File: config.mk
export PLATFORM = sky130hd
export DESIGN_NAME = baccarat_round_sequencer
export DESIGN_NICKNAME = d
export VERILOG_FILES = /design/src/rtl/baccarat_pkg.sv /design/src/rtl/baccarat_dealer_rule.sv /design/src/rtl/baccarat_round_sequencer.sv
export SDC_FILE = /design/constraint.sdc
export NUM_CORES = 1
export LEC_CHECK = 0
export CORE_MARGIN = 2
export CORE_UTILIZATION = 33
export DETAILED_ROUTE_END_ITERATION = 7
export PLACE_DENSITY_LB_ADDON = 0.12
export SLEW_MARGIN = 20
export SYNTH_ARGS = -nofsm -noshare
export SYNTH_HDL_FRONTEND = slang
export SYNTH_SLANG_ARGS = --single-unit
File: constraint.sdc
create_clock -name CLOCK_50 -period 1.8 [get_ports CLOCK_50]
set_input_delay 0.36 -clock CLOCK_50 [delete_from_list [all_inputs] [get_ports CLOCK_50]]
set_output_delay 0.36 -clock CLOCK_50 [all_outputs]
set_load 0.02 [all_outputs]
File: src/rtl/baccarat_pkg.sv
// Shared types and constants for the baccarat round sequencer: state encoding,
// card rank-to-value mapping and the natural / player-draw thresholds.
package baccarat_pkg;

  localparam int CARD_RANK_W     = 4;
  localparam int NATURAL_MIN     = 8;
  localparam int PLAYER_DRAW_MAX = 5;

  typedef enum logic [3:0] {
    DEAL_P1  = 4'd0,
    DEAL_D1  = 4'd1,
    DEAL_P2  = 4'd2,
    DEAL_D2  = 4'd3,
    DECIDE_P = 4'd4,
    DEAL_P3  = 4'd5,
    DECIDE_D = 4'd6,
    DEAL_D3  = 4'd7,
    RESULT   = 4'd8,
    DONE     = 4'd9
  } state_e;

  // Face cards and tens count as zero in baccarat.
  function automatic logic [CARD_RANK_W-1:0] card_value(input logic [CARD_RANK_W-1:0] rank);
    return (rank >= CARD_RANK_W'(10)) ? '0 : rank;
  endfunction

endpackage

File: src/rtl/baccarat_dealer_rule.sv
// Baccarat dealer third-card decision: combinational function of the dealer's
// two-card score, whether the player drew a third card, and that card's value.
module baccarat_dealer_rule
  import baccarat_pkg::*;
#(
  parameter int CARD_W = 4
) (
  input  logic [CARD_W-1:0] dscore_i,
  input  logic              p3_drawn_i,
  input  logic [CARD_W-1:0] value_i,
  output logic              draw_o
);

  always_comb begin
    // NOTE: every output of an always_comb gets a default first so that no
    // path through the block leaves it unassigned and infers a latch.
    draw_o = 1'b0;
    if (!p3_drawn_i) begin
      // Without a player third card the dealer follows the same 0..5 draw rule.
      draw_o = (dscore_i <= CARD_W'(PLAYER_DRAW_MAX));
    end else begin
      case (dscore_i)
        CARD_W'(0), CARD_W'(1), CARD_W'(2):
          draw_o = 1'b1;
        CARD_W'(3):
          draw_o = (value_i != CARD_W'(8));
        CARD_W'(4):
          draw_o = (value_i >= CARD_W'(2)) && (value_i <= CARD_W'(7));
        CARD_W'(5):
          draw_o = (value_i >= CARD_W'(4)) && (value_i <= CARD_W'(7));
        CARD_W'(6):
          draw_o = (value_i >= CARD_W'(6)) && (value_i <= CARD_W'(7));
        default:
          draw_o = 1'b0;
      endcase
    end
  end

endmodule

File: src/rtl/baccarat_round_sequencer.sv
// Control FSM for one baccarat round: card load strobes, natural/third-card rules and
// winner flags. Define ROUND_STATS_EN to add saturating win/tie statistic counters.
module baccarat_round_sequencer
  import baccarat_pkg::*;
#(
  parameter int CARD_W = 4
`ifdef ROUND_STATS_EN
  ,
  parameter int STAT_W = 8
`endif
) (
  input  logic              CLOCK_50,
  input  logic              reset,
  input  logic              step,
  input  logic              new_round,
  input  logic [CARD_W-1:0] pscore,
  input  logic [CARD_W-1:0] dscore,
  input  logic [CARD_W-1:0] pcard3,
  output logic [2:0]        load_pcard,
  output logic [2:0]        load_dcard,
  output logic              player_win,
  output logic              dealer_win,
  output logic              round_done,
  output logic [3:0]        state_dbg
`ifdef ROUND_STATS_EN
  ,
  output logic [STAT_W-1:0] p_wins,
  output logic [STAT_W-1:0] d_wins,
  output logic [STAT_W-1:0] ties
`endif
);

  state_e      state_q, state_d;
  logic [2:0]  load_pcard_q, load_pcard_d;
  logic [2:0]  load_dcard_q, load_dcard_d;
  logic        p3_drawn_q, p3_drawn_d;
  logic        player_win_q, player_win_d;
  logic        dealer_win_q, dealer_win_d;

  logic [CARD_W-1:0] p3_value;
  logic              natural;
  logic              dealer_draw;

  assign p3_value = CARD_W'(card_value(CARD_RANK_W'(pcard3)));
  assign natural  = (pscore >= CARD_W'(NATURAL_MIN)) || (dscore >= CARD_W'(NATURAL_MIN));

  baccarat_dealer_rule #(
    .CARD_W (CARD_W)
  ) u_dealer_rule (
    .dscore_i   (dscore),
    .p3_drawn_i (p3_drawn_q),
    .value_i    (p3_value),
    .draw_o     (dealer_draw)
  );

  always_comb begin
    state_d      = state_q;
    load_pcard_d = '0;
    load_dcard_d = '0;
    p3_drawn_d   = p3_drawn_q;
    player_win_d = player_win_q;
    dealer_win_d = dealer_win_q;

    if (new_round) begin
      state_d      = DEAL_P1;
      p3_drawn_d   = 1'b0;
      player_win_d = 1'b0;
      dealer_win_d = 1'b0;
    end else if (step) begin
      unique case (state_q)
        DEAL_P1: begin
          load_pcard_d = 3'b001;
          state_d      = DEAL_D1;
        end
        DEAL_D1: begin
          load_dcard_d = 3'b001;
          state_d      = DEAL_P2;
        end
        DEAL_P2: begin
          load_pcard_d = 3'b010;
          state_d      = DEAL_D2;
        end
        DEAL_D2: begin
          load_dcard_d = 3'b010;
          state_d      = DECIDE_P;
        end
        DECIDE_P: begin
          p3_drawn_d = 1'b0;
          if (natural) begin
            state_d = RESULT;
          end else if (pscore <= CARD_W'(PLAYER_DRAW_MAX)) begin
            p3_drawn_d = 1'b1;
            state_d    = DEAL_P3;
          end else begin
            state_d = DECIDE_D;
          end
        end
        DEAL_P3: begin
          load_pcard_d = 3'b100;
          state_d      = DECIDE_D;
        end
        DECIDE_D: begin
          state_d = dealer_draw ? DEAL_D3 : RESULT;
        end
        DEAL_D3: begin
          load_dcard_d = 3'b100;
          state_d      = RESULT;
        end
        RESULT: begin
          player_win_d = (pscore >= dscore);
          dealer_win_d = (dscore >= pscore);
          state_d      = DONE;
        end
        DONE: begin
          state_d = DONE;
        end
        default: begin
          state_d = DEAL_P1;
        end
      endcase
    end
  end

  always_ff @(posedge CLOCK_50) begin
    // NOTE: sequential state uses non-blocking assignments so every register
    // samples the pre-edge values, independent of statement order.
    if (reset) begin
      state_q      <= DEAL_P1;
      load_pcard_q <= '0;
      load_dcard_q <= '0;
      p3_drawn_q   <= 1'b0;
      player_win_q <= 1'b0;
      dealer_win_q <= 1'b0;
    end else begin
      state_q      <= state_d;
      load_pcard_q <= load_pcard_d;
      load_dcard_q <= load_dcard_d;
      p3_drawn_q   <= p3_drawn_d;
      player_win_q <= player_win_d;
      dealer_win_q <= dealer_win_d;
    end
  end

  assign load_pcard = load_pcard_q;
  assign load_dcard = load_dcard_q;
  assign player_win = player_win_q;
  assign dealer_win = dealer_win_q;
  assign round_done = (state_q == DONE);
  assign state_dbg  = state_q;

`ifdef ROUND_STATS_EN
  logic              commit;
  logic [STAT_W-1:0] p_wins_q, d_wins_q, ties_q;

  // Counts once per round, on the same edge that registers the winner flags.
  assign commit = step && !new_round && (state_q == RESULT);

  always_ff @(posedge CLOCK_50) begin
    if (reset) begin
      p_wins_q <= '0;
      d_wins_q <= '0;
      ties_q   <= '0;
    end else if (commit) begin
      if (player_win_d && dealer_win_d) begin
        if (ties_q != '1) ties_q <= ties_q + 1'b1;
      end else if (player_win_d) begin
        if (p_wins_q != '1) p_wins_q <= p_wins_q + 1'b1;
      end else begin
        if (d_wins_q != '1) d_wins_q <= d_wins_q + 1'b1;
      end
    end
  end

  assign p_wins = p_wins_q;
  assign d_wins = d_wins_q;
  assign ties   = ties_q;
`endif

endmodule

==> run metrics <==
Vias/cell 5.345; register area share after synthesis roughly 32%; WHS 504.3 ps; Startpoint Class input pin; Final Max Tran Viols 0; Syn Std Cell Area roughly 810 sq um; commonest cells after routing, fill and taps aside clkdlybuf4s50_1 (25), nor2_1 (13), buf_4 (13); min Tclk post-route 1671 ps; Setup violations, final 0; DR WL/cell 12.67 um; Slew @ Worst Pin between 300 and 400 ps; # rows 17; GR Overflow Total 0; Syn Inst Count 106; Synth Area in Compound Gates between 20% and 30%; first-pass GRT wire length between 3000 and 4000 um; Critical Path, Cell by Cell clkdlybuf4s50_1, nor4b_1, a31oi_1, o31ai_1, o21ai_0, and3_1; CORE AREA 2276 sq um; Required @ worst endpoint between 1500 and 2000 ps; placed instance area approximately 1200 sq um; Power per Cell Area ~500 nW/um^2; Die Y 53.61 um; XOR/XNOR Fraction of Synth Area 0%; crit-path max FO 2; Fillers roughly 220; Final ANT Viol Nets 0; nets@finish 167; Rel. slew slack 78.60%; commonest non-fill, non-tap cell in the layout clkdlybuf4s50_1; period utilization between 90 and 100%; postcts setup bufs 0; kind of critical path in -> reg; routed wire length 2204 um; Die Wd 53.61 um; layout cells sized above 1 between 15 and 20%; critical path data arrival time ~1900 ps; Async S/R FF share, synth 0%; CTS Hold Bufs 0; CTS tree built; Post-Synth Adder-Cell Area 6.163%; clk_skew 13.21 ps; CTS Buffer Depth 2; worst vdd ir roughly 0.37 mV; largest net degree at the start of global routing 13; number of max-cap violations 0; post-synthesis mux area share 1.387%; Layout area overhead 51.31%; gpl congestion 0.8754; Crit. End Element flip-flop; Netlist cell types 39; most common flop cell mapped by yosys dfxtp_1; net count after synthesis between 100 and 150; CP Buf/Inv Count 1; syn avg cell area approximately 7.7 sq um; Skew-Pair Late Insertion Delay between 200 and 300 ps; post-cts sizing count 3; num ports 29; CTS Root Cell clkbuf_4; unrepaired setup endpoints after global routing no; Buffers on Ports 28; Total GRT Usage between 10% and 20%; TritonCTS Buffers 3; detailed placer's ending HPWL 1761 um; max frequency around 600 MHz; ant diodes 0; Final Util a little over half; largest family of logic cells by synthesized area simple AND/OR/NAND/NOR gates; area of the die around 2900 sq um; Post-synth EDFFs 0; Post-Synth Simple-Gate Area about a third; DRC Markers 0; Clock Sinks 13; CTS H-tree lvls 1; drt first pass iters 4; initial antenna violation count 0; CP max-delay cell clkdlybuf4s50_1; Hold/Removal Path Class reg -> reg; synthesized flop and latch total 13; initial core utilization between 30 and 40%; Design Power 0.0006124 W; via count 930; Hold Vio Cnt, Final 0; design area between 1000 and 1500 sq um; outcome complete, no violations; initial DRC count 40; leakage a little under 0.5 nW; CP peak stage delay 420 ps; Top delay family on crit path compound AO/OA/AOI/OAI gates; Syn. warnings 0; Worst-path clk slew roughly 90 ps; vias in the first global route between 800 and 900
tightest hold or removal path: stages, from the launching register on:
cell	delay, ps
dfxtp_1	330
o21ai_1	70
nor2_1	70
final timing paths:
check / from / to / slack, ps / cells after the start
max: pcard3[2] / state_dbg[0]$_SDFFE_PP0P_ / 130 / 6
min: dealer_win$_SDFFE_PP0P_ / dealer_win$_SDFFE_PP0P_ / 500 / 2
max reg2reg: state_dbg[1]$_SDFFE_PP0P_ / state_dbg[1]$_SDFFE_PP0P_ / 200 / 5
min reg2reg: dealer_win$_SDFFE_PP0P_ / dealer_win$_SDFFE_PP0P_ / 500 / 2
cells by family (layout without fill, tap and decap cells):
logic type      count (synthesis)  count (layout)
compound gates                 28              28
fa+ha+maj                       4               4
flops                          13              13
buf+inv                        10              50
simple gates                   50              50
mux                             1               1
state kept, by name, indices dropped and copies added (netlist names):
register    cells
state_dbg       4
load_dcard      3
load_pcard      3
dealer_win      1
p3_drawn_q      1
player_win      1
where the power goes:
group / total [W] / switching [W] / leakage [nW] / internal (W)
combinational: 0.000134 / 0.0000609 / 0.368 / 0.0000734
sequential: 0.000293 / 0.00000296 / 0.106 / 0.000290
clock: 0.000185 / 0.0000988 / 0.0150 / 0.0000860
total: 0.000612 / 0.000163 / 0.488 / 0.000450
cell usage after synthesis (all sizes together) (2+ instances only):
cell	number	area share, %
nor3	5	3.7
o21ai	7	4.3
nor2	13	6.0
nand3	3	1.8
nor2b	3	2.3
dfxtp	13	32
and3	2	1.5
a21oi	4	2.5
or2	2	1.5
a211oi	3	3.4
clkbuf	4	1.8
a31oi	3	2.3
ha	4	6.2
inv	5	2.3
nand2	11	5.1
nand2b	5	3.9
nand4b	2	2.2
layer usage:
layer	track usage, %	up-vias	part of all wire (%)
met3	6.667	2	6.4
met5	0	-	0
li1	-	467	-
met1	21.77	429	48
met2	28.19	32	45
met4	4.274	0	0.73
per-stage QoR:
stage,worst slack (ps),setup TNS (ps),cells
2_1_floorplan,145.3,0,106
3_3_place_gp,-153.3,-484.5,170
3_5_place_dp,-160.6,-637.3,170
4_1_cts,54.02,0,174
5_1_grt,43.19,0,174
6_report,129.1,0,174
cell type report:
cell class                      count  area [sq um]  area share (%)
Tap cell                           28         35.03           2.851
Inverter                            5         18.77           1.527
Multi-Input combinational cell     83         513.0           41.75
Timing Repair Buffer               41         374.1           30.45
Clock buffer                        4         26.28           2.138
Sequential cell                    13         261.5           21.28
Power figures use the tool's default switching activity.
